[src/rtl/uart_bus_arbiter_if.sv]
// uart_bus_arbiter_if: memory-mapped UART bus request/response bundle.
interface uart_bus_arbiter_if;
    logic        valid;
    logic        instr;
    logic [31:0] addr;
    logic [31:0] wdata;
    logic [3:0]  wstrb;
    logic [31:0] rdata;
    logic        ready;
    modport master (output valid, instr, addr, wdata, wstrb, input rdata, ready);
    modport slave (input valid, instr, addr, wdata, wstrb, output rdata, ready);
endinterface

[src/rtl/uart_bus_arbiter.sv]
// uart_bus_arbiter: two-requester round-robin arbiter in front of the uart slave,
// holding each grant until completion, with a watchdog that forces error completions.
module uart_bus_arbiter #(
    parameter int TIMEOUT = 1024,
    parameter int CNT_W   = 11
) (
    input  logic                       clock,
    input  logic                       reset,
    uart_bus_arbiter_if.slave          m0,
    uart_bus_arbiter_if.slave          m1,
    uart_bus_arbiter_if.master         s,
    output logic                       timeout_err
);
    typedef enum logic {IDLE, BUSY} state_t;
    localparam logic [CNT_W-1:0] LAST = CNT_W'(TIMEOUT - 1);
    state_t           state_q, state_d;
    logic             owner_q, owner_d, prio_q, prio_d;
    logic [CNT_W-1:0] cnt_q, cnt_d;
    logic             busy, own_valid, expire, done;
    always_comb begin
        busy      = state_q == BUSY;
        own_valid = owner_q ? m1.valid : m0.valid;
        expire    = busy && (TIMEOUT != 0) && !s.ready && cnt_q == LAST;
        done      = busy && (s.ready || expire);
        state_d   = state_q;
        owner_d   = owner_q;
        prio_d    = prio_q;
        cnt_d     = cnt_q;
        if (!busy) begin
            if (m0.valid || m1.valid) begin
                state_d = BUSY;
                owner_d = (m0.valid && m1.valid) ? prio_q : m1.valid;
            end
        end else if (done) begin
            state_d = IDLE;
            prio_d  = ~owner_q;
            cnt_d   = '0;
        end else begin
            cnt_d = cnt_q + 1'b1;
        end
    end
    always_ff @(posedge clock or posedge reset) begin
        if (reset) begin
            state_q <= IDLE;
            owner_q <= 1'b0;
            prio_q  <= 1'b0;
            cnt_q   <= '0;
        end else begin
            state_q <= state_d;
            owner_q <= owner_d;
            prio_q  <= prio_d;
            cnt_q   <= cnt_d;
        end
    end
    // Request fields are muxed straight through; only s_valid is cut on a forced completion.
    assign s.valid     = busy && own_valid && !expire;
    assign s.instr     = busy && (owner_q ? m1.instr : m0.instr);
    assign s.addr      = !busy ? '0 : owner_q ? m1.addr : m0.addr;
    assign s.wdata     = !busy ? '0 : owner_q ? m1.wdata : m0.wdata;
    assign s.wstrb     = !busy ? '0 : owner_q ? m1.wstrb : m0.wstrb;
    assign m0.ready    = done && !owner_q;
    assign m1.ready    = done && owner_q;
    assign m0.rdata    = (done && !owner_q && !expire) ? s.rdata : '0;
    assign m1.rdata    = (done && owner_q && !expire) ? s.rdata : '0;
    assign timeout_err = expire;
endmodule

[src/flat_wrapper.sv]
// flat-port wrapper written by rule: the top's interface ports become plain ports
module uart_bus_arbiter_flat 
#(
    parameter int TIMEOUT = 1024,
    parameter int CNT_W   = 11
)
  (clock, reset, timeout_err, m0_valid, m0_instr, m0_addr, m0_wdata, m0_wstrb, m0_rdata, m0_ready, m1_valid, m1_instr, m1_addr, m1_wdata, m1_wstrb, m1_rdata, m1_ready, s_valid, s_instr, s_addr, s_wdata, s_wstrb, s_rdata, s_ready);
  uart_bus_arbiter_if m0_i ();
  uart_bus_arbiter_if m1_i ();
  uart_bus_arbiter_if s_i ();
  input  logic clock;
  input  logic reset;
  output logic timeout_err;
  input wire logic [$bits(m0_i.valid)-1:0] m0_valid;
  input wire logic [$bits(m0_i.instr)-1:0] m0_instr;
  input wire logic [$bits(m0_i.addr)-1:0] m0_addr;
  input wire logic [$bits(m0_i.wdata)-1:0] m0_wdata;
  input wire logic [$bits(m0_i.wstrb)-1:0] m0_wstrb;
  output wire logic [$bits(m0_i.rdata)-1:0] m0_rdata;
  output wire logic [$bits(m0_i.ready)-1:0] m0_ready;
  input wire logic [$bits(m1_i.valid)-1:0] m1_valid;
  input wire logic [$bits(m1_i.instr)-1:0] m1_instr;
  input wire logic [$bits(m1_i.addr)-1:0] m1_addr;
  input wire logic [$bits(m1_i.wdata)-1:0] m1_wdata;
  input wire logic [$bits(m1_i.wstrb)-1:0] m1_wstrb;
  output wire logic [$bits(m1_i.rdata)-1:0] m1_rdata;
  output wire logic [$bits(m1_i.ready)-1:0] m1_ready;
  output wire logic [$bits(s_i.valid)-1:0] s_valid;
  output wire logic [$bits(s_i.instr)-1:0] s_instr;
  output wire logic [$bits(s_i.addr)-1:0] s_addr;
  output wire logic [$bits(s_i.wdata)-1:0] s_wdata;
  output wire logic [$bits(s_i.wstrb)-1:0] s_wstrb;
  input wire logic [$bits(s_i.rdata)-1:0] s_rdata;
  input wire logic [$bits(s_i.ready)-1:0] s_ready;
  assign m0_i.valid = m0_valid;
  assign m0_i.instr = m0_instr;
  assign m0_i.addr = m0_addr;
  assign m0_i.wdata = m0_wdata;
  assign m0_i.wstrb = m0_wstrb;
  assign m0_rdata = m0_i.rdata;
  assign m0_ready = m0_i.ready;
  assign m1_i.valid = m1_valid;
  assign m1_i.instr = m1_instr;
  assign m1_i.addr = m1_addr;
  assign m1_i.wdata = m1_wdata;
  assign m1_i.wstrb = m1_wstrb;
  assign m1_rdata = m1_i.rdata;
  assign m1_ready = m1_i.ready;
  assign s_valid = s_i.valid;
  assign s_instr = s_i.instr;
  assign s_addr = s_i.addr;
  assign s_wdata = s_i.wdata;
  assign s_wstrb = s_i.wstrb;
  assign s_i.rdata = s_rdata;
  assign s_i.ready = s_ready;
  uart_bus_arbiter #(.TIMEOUT(TIMEOUT), .CNT_W(CNT_W)) u_core (.clock(clock), .reset(reset), .m0(m0_i), .m1(m1_i), .s(s_i), .timeout_err(timeout_err));
endmodule
[config.mk]
export PLATFORM = sky130hd
export DESIGN_NAME = uart_bus_arbiter_flat
export DESIGN_NICKNAME = d
export VERILOG_FILES = /design/src/rtl/uart_bus_arbiter_if.sv /design/src/rtl/uart_bus_arbiter.sv /design/src/flat_wrapper.sv
export SDC_FILE = /design/constraint.sdc
export NUM_CORES = 1
export LEC_CHECK = 0
export ABC_AREA = 1
export BUFFER_PORTS_ARGS = -buffer_cell sky130_fd_sc_hd__buf_4
export CAP_MARGIN = 40
export CORE_AREA = 2 2 122 124
export CTS_CLUSTER_DIAMETER = 200
export CTS_CLUSTER_SIZE = 20
export DETAILED_ROUTE_END_ITERATION = 7
export DIE_AREA = 0 0 124 126
export GPL_TIMING_DRIVEN = 0
export SETUP_SLACK_MARGIN = 0.5
export SYNTH_ARGS = -nofsm -noshare
export SYNTH_HDL_FRONTEND = slang
export SYNTH_SLANG_ARGS = --single-unit
[constraint.sdc]
create_clock -name clock -period 1.4 [get_ports clock]
set_clock_uncertainty 0.05 [all_clocks]
set_input_delay 0 -clock clock [delete_from_list [all_inputs] [get_ports clock]]
set_output_delay 0 -clock clock [all_outputs]
set_load 0.005 [all_outputs]
==> key figures, run 1 <==
Floorplan
  • IO Pins: 312
  • Cell Rows: 44
  • Starting Density: 0.151
  • Chip height: 126 um
  • Die area: 15,600 um^2
  • Core area: 14,300 um^2
  • Die Wd: roughly 120 um

Drt
  • Per-cell routed wire length: 14.2 um
  • Detailed Route Iter0 Violations: 87
  • Routed vias/inst: a little over 4
  • WL final: 13.9 mm
  • Total number of vias: about 4,000
  • Total iterations of the first detailed-routing run: 4
  • Post-route ant nets: 0
  • Remaining DRCs: 0

Global routing
  • Vias in the first global route: 3,777
  • First-pass GRT wire length: between 15 and 20 mm
  • Grt ovf: 0
  • GRT Total Usage: 0.156
  • Pin count of the biggest net entering global routing: 15
  • Antenna violations before repair: 0

Clock tree
  • Clock slew at reported path FFs: about 0.050 ns
  • CTS tree: built
  • Total clock buffers created by CTS: 3
  • Clock Latency Late Sink: 0.25 ns
  • CTS max path bufs: 2
  • Root buffer cell: clkbuf_16
  • Num Clock Sinks: 14
  • H-Tree Depth: 1

Place
  • Post-DP HPWL: between 10 and 15 mm
  • Post-DP Area: 5110 um^2
  • GPL Wtd Cong: 0.782
  • PortBufs: 311
  • Pre-CTS WS: -0.133 ns

Pwr
  • Pint: 4.82 mW
  • Leakage power: 3.31 nW
  • Switching share of total power: 0.416
  • Clock share of power: 0.076
  • Seq pwr share: 0.064
  • P_sw: 3.43 mW
  • Comb pwr share: 0.860
  • Pwr dens: about 1200 nW/um^2
  • Power Total: ~8.2 mW
  • VDD IR-drop max: 436 uV

Layout
  • Layout cells sized above 1: 0.683
  • Ant diodes: 0
  • Number of fillers in the final layout: 1,420
  • Layout Nets: 974
  • Area delta synth->final: 207%
  • Design area: 6640 um^2

Yosys
  • Area share of and/or/nand/nor cells after synthesis: 0.475
  • Syn_nets: 615
  • Count of yosys warnings during synthesis: 0
  • Proportion of netlist area held by the largest area contributor: 0.376
  • Largest family of logic cells by synthesized area: simple AND/OR/NAND/NOR gates
  • XOR/XNOR share of the synthesized area: 0.0243
  • Largest area contributor in the netlist: nor2_1
  • Post-Synth Adder-Cell Area: 0.00578
  • Sequential share of the synthesized area: 0.162
  • Largest cells by area after synthesis: nor2_1 38%, o21ai_0 17%, dfrtp_1 16%
  • Synth Cell Area: 2160 um^2
  • Cells after synthesis: between 400 and 500
  • Yosys reg bits: 14
  • Post-synth cell types: 20
  • Post-synthesis mux area share: 0
  • Syn Area/Cell: between 4 and 5 um^2
  • Synth Area in Compound Gates: 0.181

Run status
  • Failing checks: negative setup slack
  • Status: complete, but fails checks

Setup path
  • Critical path required time: 1.35 ns
  • Worst-path fanout max: 3
  • Endpoint class of the critical path: output port
  • Crit Path Class: reg -> out
  • Worst Reg-to-Reg Cells: 9
  • Worst Path Arrival: ~1.5 ns
  • Setup crit start kind: flop

Timing
  • Rel. slew slack: 0.771
  • Fin. Hold Viols: 0
  • Worst Tran Pin Value: between 0.3 and 0.4 ns
  • Fin Hold WS: between 0.08 and 0.09 ns
  • Final period utilization: 1.11
  • Final Critical Period: 1.56 ns
  • Final WS setup: -0.157 ns
  • # setup viols final: about 140
  • Final-report max-slew violation count: 0
  • RSZ-0062 raised after global routing: true
  • Setup TNS: -8.61 ns
  • Fmax: about 0.64 GHz

Hold path
  • Min-Delay Path Class: in -> reg
  • Hold depth: 4

Flow run
  • Max-Cap Viols: 0
## routing by layer
layer | routed length (um) | vias to the layer above | global-route usage
li1 | - | 2064 | -
met1 | 5220 | 1810 | 0.177
met2 | 7510 | 141 | 0.303
met3 | 1050 | 14 | 0.0263
met4 | 156 | 0 | 0.0271
met5 | 0 | - | 0
## power by group through the flow
| stage | clock [mW] | combinational, mW | sequential, mW |
|---|---|---|---|
| 6_report | 0.630 | 7.08 | 0.528 |
| 5_1_grt | 0.652 | 7.65 | 0.531 |
| 4_1_cts | 0.637 | 6.26 | 0.517 |
| 3_5_place_dp | 0 | 4.64 | 0.531 |
| 3_3_place_gp | 0 | 4.63 | 0.526 |
| 2_1_floorplan | 0 | 2.33 | 0.519 |
## placed cells by master, fill, tap and decap left out, types with 2 or more instances in the layout
master / Yosys / layout
buf_8: 0 / 7
nor2_2: 2 / 55
nand3_1: 7 / 3
nand4_1: 4 / 4
nand3_4: 0 / 3
nand2_1: 26 / 22
o21ai_0: 74 / 14
xor2_1: 6 / 6
o21ai_1: 1 / 38
inv_8: 0 / 2
clkbuf_16: 0 / 9
nand2_2: 1 / 2
buf_12: 0 / 13
dfrtp_1: 14 / 14
nand3_2: 2 / 3
buf_4: 2 / 299
nor2_4: 1 / 61
buf_16: 0 / 5
dlygate4sd3_1: 0 / 3
nand2_4: 0 / 3
nor2_1: 217 / 104
inv_1: 48 / 45
buf_6: 0 / 41
clkbuf_8: 0 / 10
o21ai_2: 0 / 22
## repair_timing
action                                 in CTS  in global routing
hold buffers                                3                  0
pin swaps                                  18                 33
buffers inserted                           24                  4
resized for setup                         165                144
cloned                                      7                  5
setup endpoints to repair                 151                165
endpoints found under the hold margin      16                  0
## cells by family after synthesis
family                   count (synthesis)
flip-flops                              14
AO/OA/AOI/OAI                           76
XOR/XNOR                                 6
buffers and inverters                   81
adder cells (fa/ha/maj)                  1
AND/OR/NAND/NOR                        261
## metrics by stage
step	utilization	std cells
final	0.464	981
after global routing	0.464	981
after CTS	0.421	972
after detailed placement	0.357	934
after global placement	0.357	934
after floorplan	-	439
## worst paths after layout
| path | from | end | slack (ns) |
|---|---|---|---|
| setup / recovery | u_core.cnt_q[1] | m1_ready | -0.16 |
| hold / removal | s_ready | u_core.cnt_q[1] | 0.09 |
| setup reg to reg | u_core.cnt_q[0] | u_core.cnt_q[10] | -0.13 |
| hold reg to reg | u_core.prio_q | u_core.prio_q | 0.43 |
| max in group asynchronous | reset | u_core.cnt_q[10] | 0.85 |
| min in group asynchronous | reset | u_core.prio_q | 0.22 |
## cell usage after synthesis
master / count
buf_4: 2
nand3_2: 2
inv_1: 48
nand2_1: 26
nand2_2: 1
buf_2: 15
nand4_1: 4
a21oi_4: 1
o21ai_1: 1
dfrtp_1: 14
ha_1: 1
nor2_1: 217
inv_2: 2
nor2_4: 1
nand3_1: 7
nor3_1: 1
nor2_2: 2
o21ai_0: 74
clkbuf_1: 14
xor2_1: 6
## worst max-delay path, cell delays in order (launching register included)
cell	delay [ns]
dfrtp_1	0.37
ha_2	0.22
nand2_4	0.07
nor2_4	0.11
nand3_4	0.09
nand2_4	0.10
nand2_4	0.06
nor2_2	0.11
buf_6	0.12
## registers in the layout, indices dropped and copies added (netlist names)
| signal | cells |
|---|---|
| u_core.busy | 1 |
| u_core.owner_q | 1 |
| u_core.cnt_q | 11 |
| u_core.prio_q | 1 |
## final cells by class
cell class | count | area (um^2) | area share
tap | 184 | 230 | 0.0347
sequential | 14 | 350 | 0.0528
multi-input combinational | 344 | 2240 | 0.337
clock buffer | 4 | 88.8 | 0.0134
timing repair buffer | 354 | 3050 | 0.460
inverter | 50 | 209 | 0.0315
buffer | 31 | 472 | 0.0710
(Power assumes the default switching activity.)
==> inputs of run 2 (changes only) <==
--- a/config.mk
+++ b/config.mk
@@ -7,8 +7,8 @@
 export LEC_CHECK = 0
 export ABC_AREA = 1
 export BUFFER_PORTS_ARGS = -buffer_cell sky130_fd_sc_hd__buf_4
-export CAP_MARGIN = 40
-export CORE_AREA = 2 2 122 124
+export CAP_MARGIN = 20
+export CORE_AREA = 4 4 120 122
 export CTS_CLUSTER_DIAMETER = 200
 export CTS_CLUSTER_SIZE = 20
 export DETAILED_ROUTE_END_ITERATION = 7
==> run 2 against run 1 <==
  * The flow still finishes with violations (negative setup slack)
  * Maximum frequency about the same
  * Sequential share of layout area is 0.18 points higher
  * Routed wire length is 8.4% higher
  * Global-route usage is 1.1 points higher
  * Power is 2.9% lower
  * Core utilization up 2.3 points
  * Cell area fell by 3.2%
  * Via count about the same
  * Register-to-register slack barely moved
  * Critical path type unchanged
  * Highest routed layer unchanged
==> key figures, run 2 (synthesis results as in run 1) <==
Run status
  • Status: complete, but fails checks
  • Failing checks: negative setup slack

Pwr
  • Comb pwr share: 0.867
  • Switching share of total power: 0.415
  • Pint: between 4 and 5 mW
  • Seq pwr share: 0.066
  • Pwr dens: 1250 nW/um^2
  • Clock share of power: 0.066
  • Leakage power: around 3.3 nW
  • P_sw: 3.32 mW
  • VDD IR-drop max: 545 uV

Setup path
  • Crit Path Class: reg -> out
  • Endpoint class of the critical path: output port
  • Critical path required time: 1.35 ns
  • Worst-path fanout max: 4
  • Worst Path Arrival: about 1.5 ns
  • Setup crit start kind: flop

Layout
  • Max reg flops: 11
  • Finished Core Util: 0.487
  • Design area: roughly 6400 um^2
  • Area delta synth->final: 197%
  • Layout cells sized above 1: 0.666
  • Top reg by flops: u_core.cnt_q
  • Most frequent cells in the layout: 310 x buf_4, 115 x nor2_1, 62 x nor2_2
  • Ant diodes: 0
  • Commonest non-fill, non-tap cell in the layout: buf_4
  • Layout Nets: 975

Clock tree
  • Root buffer cell: clkbuf_16
  • CTS tree: built
  • CTS max path bufs: 2
  • Clock Latency Late Sink: ~0.24 ns
  • Total clock buffers created by CTS: 3
  • Clock slew at reported path FFs: 0.05 ns
  • H-Tree Depth: 1
  • Num Clock Sinks: 14

Global routing
  • GRT Total Usage: 0.167
  • Vias in the first global route: 3,741
  • Pin count of the biggest net entering global routing: 15
  • Grt ovf: 0
  • Antenna violations before repair: 0
  • First-pass GRT wire length: between 20 and 25 mm

Floorplan
  • Core area: 13,200 um^2
  • Cell Rows: 42
  • Die Wd: between 100 and 150 um
  • Starting Density: 0.164
  • IO Pins: 312
  • Die area: between 15,000 and 20,000 um^2
  • Chip height: 126 um

Place
  • PortBufs: 311
  • Post-DP HPWL: 11.1 mm
  • Post-DP Area: 5100 um^2
  • Pre-CTS WS: -0.121 ns
  • GPL Wtd Cong: around 0.83

Timing
  • Fmax: 0.642 GHz
  • RSZ-0062 raised after global routing: true
  • Final WS setup: -0.157 ns
  • Final period utilization: 1.11
  • # setup viols final: around 140
  • Final Critical Period: 1.56 ns
  • Rel. slew slack: 0.779
  • Fin. Hold Viols: 0
  • Final-report max-slew violation count: 0
  • Worst Tran Pin Value: 0.331 ns
  • Fin Hold WS: 0.0714 ns

Drt
  • Per-cell routed wire length: between 15 and 20 um
  • Remaining DRCs: 0
  • Total iterations of the first detailed-routing run: 5
  • Post-route ant nets: 0
  • WL final: 15.1 mm
  • Total number of vias: approximately 4,000
  • Routed vias/inst: 4.14
  • Detailed Route Iter0 Violations: 170

Hold path
  • Min-Delay Path Class: in -> reg

Flow run
  • Max-Cap Viols: 0
-- run 2: changes by cell type in the layout (fill, tap and decap cells not counted), sizes merged --
cell    delta
clkbuf     -2
a21oi      +1
bufbuf     +1
-- run 2: cell type report --
class / count / area [um^2]
fillers: 1336 / 6770
repair buffers: 354 / 2970
multi-input cells: 345 / 2140
plain buffers: 31 / 457
flip-flops and latches: 14 / 350
well taps: 176 / 220
inverters: 50 / 209
clock buffers: 3 / 75.1
-- run 2: power groups by stage --
stage	clock network [mW]	logic (mW)	registers (mW)
floorplan	0	2.33	0.519
global placement	0	4.65	0.527
detailed placement	0	4.65	0.530
CTS	0.555	6.23	0.520
global route	0.576	7.45	0.538
finish	0.532	6.94	0.531
-- run 2: repair_timing --
| item | in CTS | in global routing |
|---|---|---|
| cloned | 14 | 2 |
| gates resized for setup | 150 | 108 |
| pin swaps | 19 | 18 |
| endpoints found under the hold margin | 16 | 0 |
| endpoints found under the setup margin | 151 | 165 |
| buffers inserted | 13 | 12 |
| hold buffers | 3 | 0 |
-- run 2: per-layer routing --
metal | wire (um) | part of all wire | vias up | GRT usage
li1 | - | - | 2069 | -
met1 | 5700 | 0.38 | 1800 | 0.202
met2 | 8270 | 0.55 | 148 | 0.320
met3 | 999 | 0.066 | 10 | 0.0220
met4 | 136 | 0.0090 | 0 | 0.0161
met5 | 0 | 0 | - | 0
-- run 2: worst max-delay path, stage by stage, from the launching register on --
cell and delay, ns:
dfrtp_1 0.38, ha_2 0.22, nand2_4 0.06, nor2_4 0.12
nand3_4 0.12, buf_6 0.14, inv_4 0.05, nor3_2 0.03
buf_4 0.14
-- run 2: through the flow --
step	instances	total power [mW]	setup TNS (ns)
2_1_floorplan	439	2.85	0
3_3_place_gp	926	5.18	-1.15
3_5_place_dp	926	5.18	-1.10
4_1_cts	959	7.30	-10.83
5_1_grt	973	8.56	-22.48
6_report	973	8.00	-11.39
-- run 2: worst paths after layout --
kind | to | slack [ns] | startpoint | cells after the start
setup / recovery | s_valid | -0.16 | u_core.cnt_q[0] | 8
hold / removal | u_core.owner_q | 0.07 | m0_valid | 4
setup reg to reg | u_core.cnt_q[5] | -0.12 | u_core.cnt_q[0] | 7
hold reg to reg | u_core.prio_q | 0.43 | u_core.prio_q | 2
max in group asynchronous | u_core.cnt_q[10] | 0.84 | reset | 3
min in group asynchronous | u_core.cnt_q[3] | 0.24 | reset | 3
